==> src/rtl/pio_in_capture.sv <==
// Avalon-MM GPIO input: pin sync, optional per-bit debounce, edge capture (W1C), masked level IRQ.
// Read latency 1 cycle; slave never stalls the bus (no waitrequest); pin-to-capture SYNC_STAGES+1 (+DEBOUNCE_CYCLES).
module pio_in_capture #(
    parameter int WIDTH           = 8,
    parameter int SYNC_STAGES     = 2,
    parameter int DEBOUNCE_CYCLES = 0,
    parameter int EDGE_TYPE       = 0
) (
    input  logic             clk,
    input  logic             reset_n,
    input  logic [1:0]       address,
    input  logic             chipselect,
    input  logic             write_n,
    input  logic [31:0]      writedata,
    output logic [31:0]      readdata,
    input  logic [WIDTH-1:0] in_port,
    output logic             irq
);
    localparam logic [1:0] ADDR_DATA = 2'd0;
    localparam logic [1:0] ADDR_MASK = 2'd2;
    localparam logic [1:0] ADDR_EDGE = 2'd3;
    localparam logic [2:0] ARM_DONE  = 3'(SYNC_STAGES + 1);

    logic [SYNC_STAGES-1:0][WIDTH-1:0] sync_q;
    logic [WIDTH-1:0] sync_val;
    logic [WIDTH-1:0] stable;
    logic [WIDTH-1:0] prev_q;
    logic [WIDTH-1:0] edge_sel;
    logic [WIDTH-1:0] edge_evt;
    logic [WIDTH-1:0] irqmask_q, irqmask_d;
    logic [WIDTH-1:0] edgecap_q, edgecap_d;
    logic [2:0]       arm_cnt_q, arm_cnt_d;
    logic             armed;
    logic             wr_en;
    logic [31:0]      readdata_q, readdata_d;
    logic             irq_q, irq_d;
    logic             unused_wdata;

    assign unused_wdata = ^writedata;

    always_ff @(posedge clk or negedge reset_n) begin
        if (!reset_n) begin
            sync_q <= '0;
        end else begin
            sync_q <= {sync_q[SYNC_STAGES-2:0], in_port};
        end
    end

    assign sync_val = sync_q[SYNC_STAGES-1];

    generate
        if (DEBOUNCE_CYCLES == 0) begin : g_no_db
            assign stable = sync_val;
        end else begin : g_db
            localparam logic [15:0] DB_LAST = 16'(DEBOUNCE_CYCLES - 1);
            for (genvar i = 0; i < WIDTH; i++) begin : g_bit
                logic [15:0] cnt_q, cnt_d;
                logic        bit_q, bit_d;

                // Counter only runs while the synchronised pin disagrees with the accepted value.
                always_comb begin
                    cnt_d = '0;
                    bit_d = bit_q;
                    if (sync_val[i] != bit_q) begin
                        if (cnt_q == DB_LAST) begin
                            bit_d = sync_val[i];
                        end else begin
                            cnt_d = cnt_q + 16'd1;
                        end
                    end
                end

                always_ff @(posedge clk or negedge reset_n) begin
                    if (!reset_n) begin
                        cnt_q <= '0;
                        bit_q <= 1'b0;
                    end else begin
                        cnt_q <= cnt_d;
                        bit_q <= bit_d;
                    end
                end

                assign stable[i] = bit_q;
            end
        end
    endgenerate

    always_comb begin
        if (EDGE_TYPE == 0) begin
            edge_sel = stable & ~prev_q;
        end else if (EDGE_TYPE == 1) begin
            edge_sel = ~stable & prev_q;
        end else begin
            edge_sel = (stable & ~prev_q) | (~stable & prev_q);
        end
    end

    // Pins already high at reset would look like rising edges while the chain fills.
    assign armed    = (arm_cnt_q == ARM_DONE);
    assign edge_evt = armed ? edge_sel : '0;
    assign wr_en    = chipselect && !write_n;

    always_comb begin
        arm_cnt_d  = armed ? arm_cnt_q : arm_cnt_q + 3'd1;
        irqmask_d  = irqmask_q;
        edgecap_d  = edgecap_q;
        readdata_d = '0;
        irq_d      = |(edgecap_q & irqmask_q);
        if (wr_en && address == ADDR_MASK) begin
            irqmask_d = writedata[WIDTH-1:0];
        end
        if (wr_en && address == ADDR_EDGE) begin
            edgecap_d = edgecap_q & ~writedata[WIDTH-1:0];
        end
        edgecap_d = edgecap_d | edge_evt;
        case (address)
            ADDR_DATA: readdata_d[WIDTH-1:0] = stable;
            ADDR_MASK: readdata_d[WIDTH-1:0] = irqmask_q;
            ADDR_EDGE: readdata_d[WIDTH-1:0] = edgecap_q;
            default:   readdata_d = '0;
        endcase
    end

    always_ff @(posedge clk or negedge reset_n) begin
        if (!reset_n) begin
            prev_q     <= '0;
            arm_cnt_q  <= '0;
            irqmask_q  <= '0;
            edgecap_q  <= '0;
            readdata_q <= '0;
            irq_q      <= 1'b0;
        end else begin
            prev_q     <= stable;
            arm_cnt_q  <= arm_cnt_d;
            irqmask_q  <= irqmask_d;
            edgecap_q  <= edgecap_d;
            readdata_q <= readdata_d;
            irq_q      <= irq_d;
        end
    end

    assign readdata = readdata_q;
    assign irq      = irq_q;

endmodule

==> config.mk <==
export PLATFORM = sky130hd
export DESIGN_NAME = pio_in_capture
export DESIGN_NICKNAME = d
export VERILOG_FILES = /design/src/rtl/pio_in_capture.sv
export SDC_FILE = /design/constraint.sdc
export NUM_CORES = 1
export LEC_CHECK = 0
export CAP_MARGIN = 20
export CORE_ASPECT_RATIO = 1.1
export CORE_MARGIN = 1.5
export CORE_UTILIZATION = 29
export DETAILED_ROUTE_END_ITERATION = 8
export GPL_ROUTABILITY_DRIVEN = 0
export PLACE_DENSITY = 0.67
export SLEW_MARGIN = 10
export SYNTH_ARGS = -nofsm -noshare
export SYNTH_HDL_FRONTEND = slang
export SYNTH_SLANG_ARGS = --single-unit
==> constraint.sdc <==
create_clock -name clk -period 1.2 [get_ports clk]
set_input_delay 0.18 -clock clk [delete_from_list [all_inputs] [get_ports clk]]
set_output_delay 0.18 -clock clk [all_outputs]
set_load 0.02 [all_outputs]
==> flow_summary.toml <==
[worst_setup_path]
startpoint = "arm_cnt_q[1]"
cp_cell_sequence = "ha_2, ha_4, buf_12, nand3b_1, o211ai_2"
cpPeakStageDelay_ns = 0.39
critPathKind = "flop to flop"
cp_num_buf_inv = 1
cp_max_fo = 8
timing.rr.start = "arm_cnt_q[1]"
critical_path.top_delay_family = "flip-flops"
worstPathRequired_ns = 1.39
start_kind = "flop"
worstPathArrival_ns = 1.39
cpMaxStageDelayCell = "dfrtp_1"
worst_setup_path_end_kind = "flop"

[logic_synthesis]
synthArstFlopShare = 1.00
syn_area_mm2 = 0.00217
synthTopCellsByCount = "dfrtp_1, buf_4, inv_1"
syn-mean-instance-area_um2 = 14.1
netlist.top_cell.by_area = "dfrtp_1"
yosys.cell_count.top_type = "dfrtp_1"
synth_edf_count = 0
ys_top_cells_by_area = "dfrtp_1, buf_4, mux2_4, o211ai_2, mux2i_1"
yosys_warnings = 0
ys_seq_area_frac = 0.600
synth_seq_cells = 52
syn_inst = 154
synth.distinct_cells = 22
synth_top_area_share = 0.600
ys.flop_type = "dfrtp_1"

[cts]
clock_path_buffers = 2
htreeDepth = 2
cts_buffers = 5
post_cts.repair.setup_buffers = 0
path_clk_slew_ns = 0.09
cts.sinks = 52
clkLatencyLatePin_ns = 0.30
cts-root-buf = "clkbuf_8"
cts_tree = "built"

[die]
die-area_mm2 = 0.00800
rows = 32
die_h_um = 93.7
initial_utilization = 0.304
die_w_um = 85.4
core_area_mm2 = 0.00713
pin_count = 79

[layout]
drive_gt1_frac = 0.202
final_area_mm2 = 0.00269
fin_util = 0.378
multi_input_area_um2 = 704
areaGrowthSynthToFinish_pct = 24.2
nets = 245
regArea_mm2 = 0.00130
n_fill_cell = 691
diodes = 0

[pwr]
leakage_nw = 1.25
ir_worst_vdd_mv = 0.560
power_w = 0.00368
power_density_mw_per_mm2 = 1370

[sta]
min_period_ns = 1.19
hold_viol = 0
fin_tns_setup_ns = 0
fmax_ghz = 0.837
period_share = 0.995
timing.final.ws_setup_ns = 0.00584
drv_slew = 0
skew_ns = 0.00642
rsz0062_at_grt = "yes"
setup_viol = 0

[drt]
num_vias = 1192
dr.pass1.iters = 6
via_per_inst = 4.21
wire_per_inst_um = 12.8
drc = 2
wirelength_um = 3610
antenna_left = 0
drtIter0Drc = 96

[global_routing]
grt_pass1_vias = 1217
grt_first_pass_wirelength_um = 6020
antenna_found_initial = 0
overflow = 0
track_usage = 0.100
grt_max_degree = 53

[placement]
dpl_worst_slack_ns = -0.300
dpl_cell_area_mm2 = 0.00256
dp_hpwl_um = 2540
io_buffers = 30

[hold_path]
hold_class = "primary input to flop"
worstHoldStart = "address[0]"

[run_status]
outcome = "complete, but fails checks"
violations = "DRC"

[flow_run]
max_cap_viol_count = 0
==> power breakdown <==
group,internal (W),switching (W),total [W]
logic,0.000271,0.000262,0.000533
registers,0.00189,0.0000805,0.00197
clock network,0.000617,0.000559,0.00118
total,0.00278,0.000901,0.00368
==> tightest hold or removal path, delay by kind of cell <==
family	cells	cell delay, ns
compound gates	1	0.07
buf+inv	2	0.28
==> path summary, 6_finish.rpt <==
check	endpoint	slack, ns	depth (start not counted)
worst max register to register	edgecap_q[0]	0.006	5
worst max-delay path	edgecap_q[0]	0.006	5
worst min register to register	stable[7]	0.35	0
worst min-delay path	readdata[3]	0.26	3
max in group asynchronous	prev_q[1]	0.58	3
min in group asynchronous	stable[0]	0.39	3
==> placed cells by master, fill, tap and decap left out, types with 2 or more instances in the layout <==
cell,instances
nand3b_1,8
dlygate4sd2_1,2
o211ai_2,8
nand2b_1,8
clkbuf_8,5
dfrtp_1,52
inv_1,9
clkdlybuf4s50_1,18
mux2_4,8
buf_12,3
conb_1,24
dlymetal6s2s_1,2
buf_4,9
clkdlybuf4s15_1,7
a22oi_1,4
mux2i_1,8
o2bb2ai_1,8
==> metal layers <==
layer | global-route usage | part of all wire
met5 | 0 | 0
met4 | 0.0363 | 0.015
met3 | 0.0369 | 0.074
met2 | 0.153 | 0.46
met1 | 0.130 | 0.45
==> logic make-up after synthesis <==
family	after synthesis	synth area share
flip-flops	52	0.600
buffers and inverters	39	0.121
AO/OA/AOI/OAI	21	0.0947
AND/OR/NAND/NOR	21	0.0687
multiplexers	17	0.0976
adder cells (fa/ha/maj)	2	0.0115
other	1	0.00173
XOR/XNOR	1	0.00404
==> registers in the layout, indices dropped and copies added (netlist names) <==
signal / count
arm_cnt_q: 3
edgecap_q: 8
irq: 1
irqmask_q: 8
prev_q: 8
readdata: 8
stable: 8
sync_q: 8
==> final cells by class <==
type	instances	area share
clock buffer	5	0.0256
clock inverter	3	0.0158
inverter	9	0.0125
multi-input combinational	86	0.262
sequential	52	0.483
tap	85	0.0395
timing repair buffer	43	0.162
==> metrics by stage <==
stage          hold WS [ns]  std cells
6_report              0.262        283
5_1_grt               0.271        283
4_1_cts               0.296        283
3_5_place_dp          0.196        274
3_3_place_gp          0.196        274
2_1_floorplan        -0.116        177
==> what timing repair did <==
action	4_1_cts	5_1_grt
hold buffers	1	0
hold endpoints to repair	52	0
setup endpoints to repair	19	24
gates resized for setup	12	8
pin swaps	3	4
No activity file was read; power rests on OpenSTA's default activity.
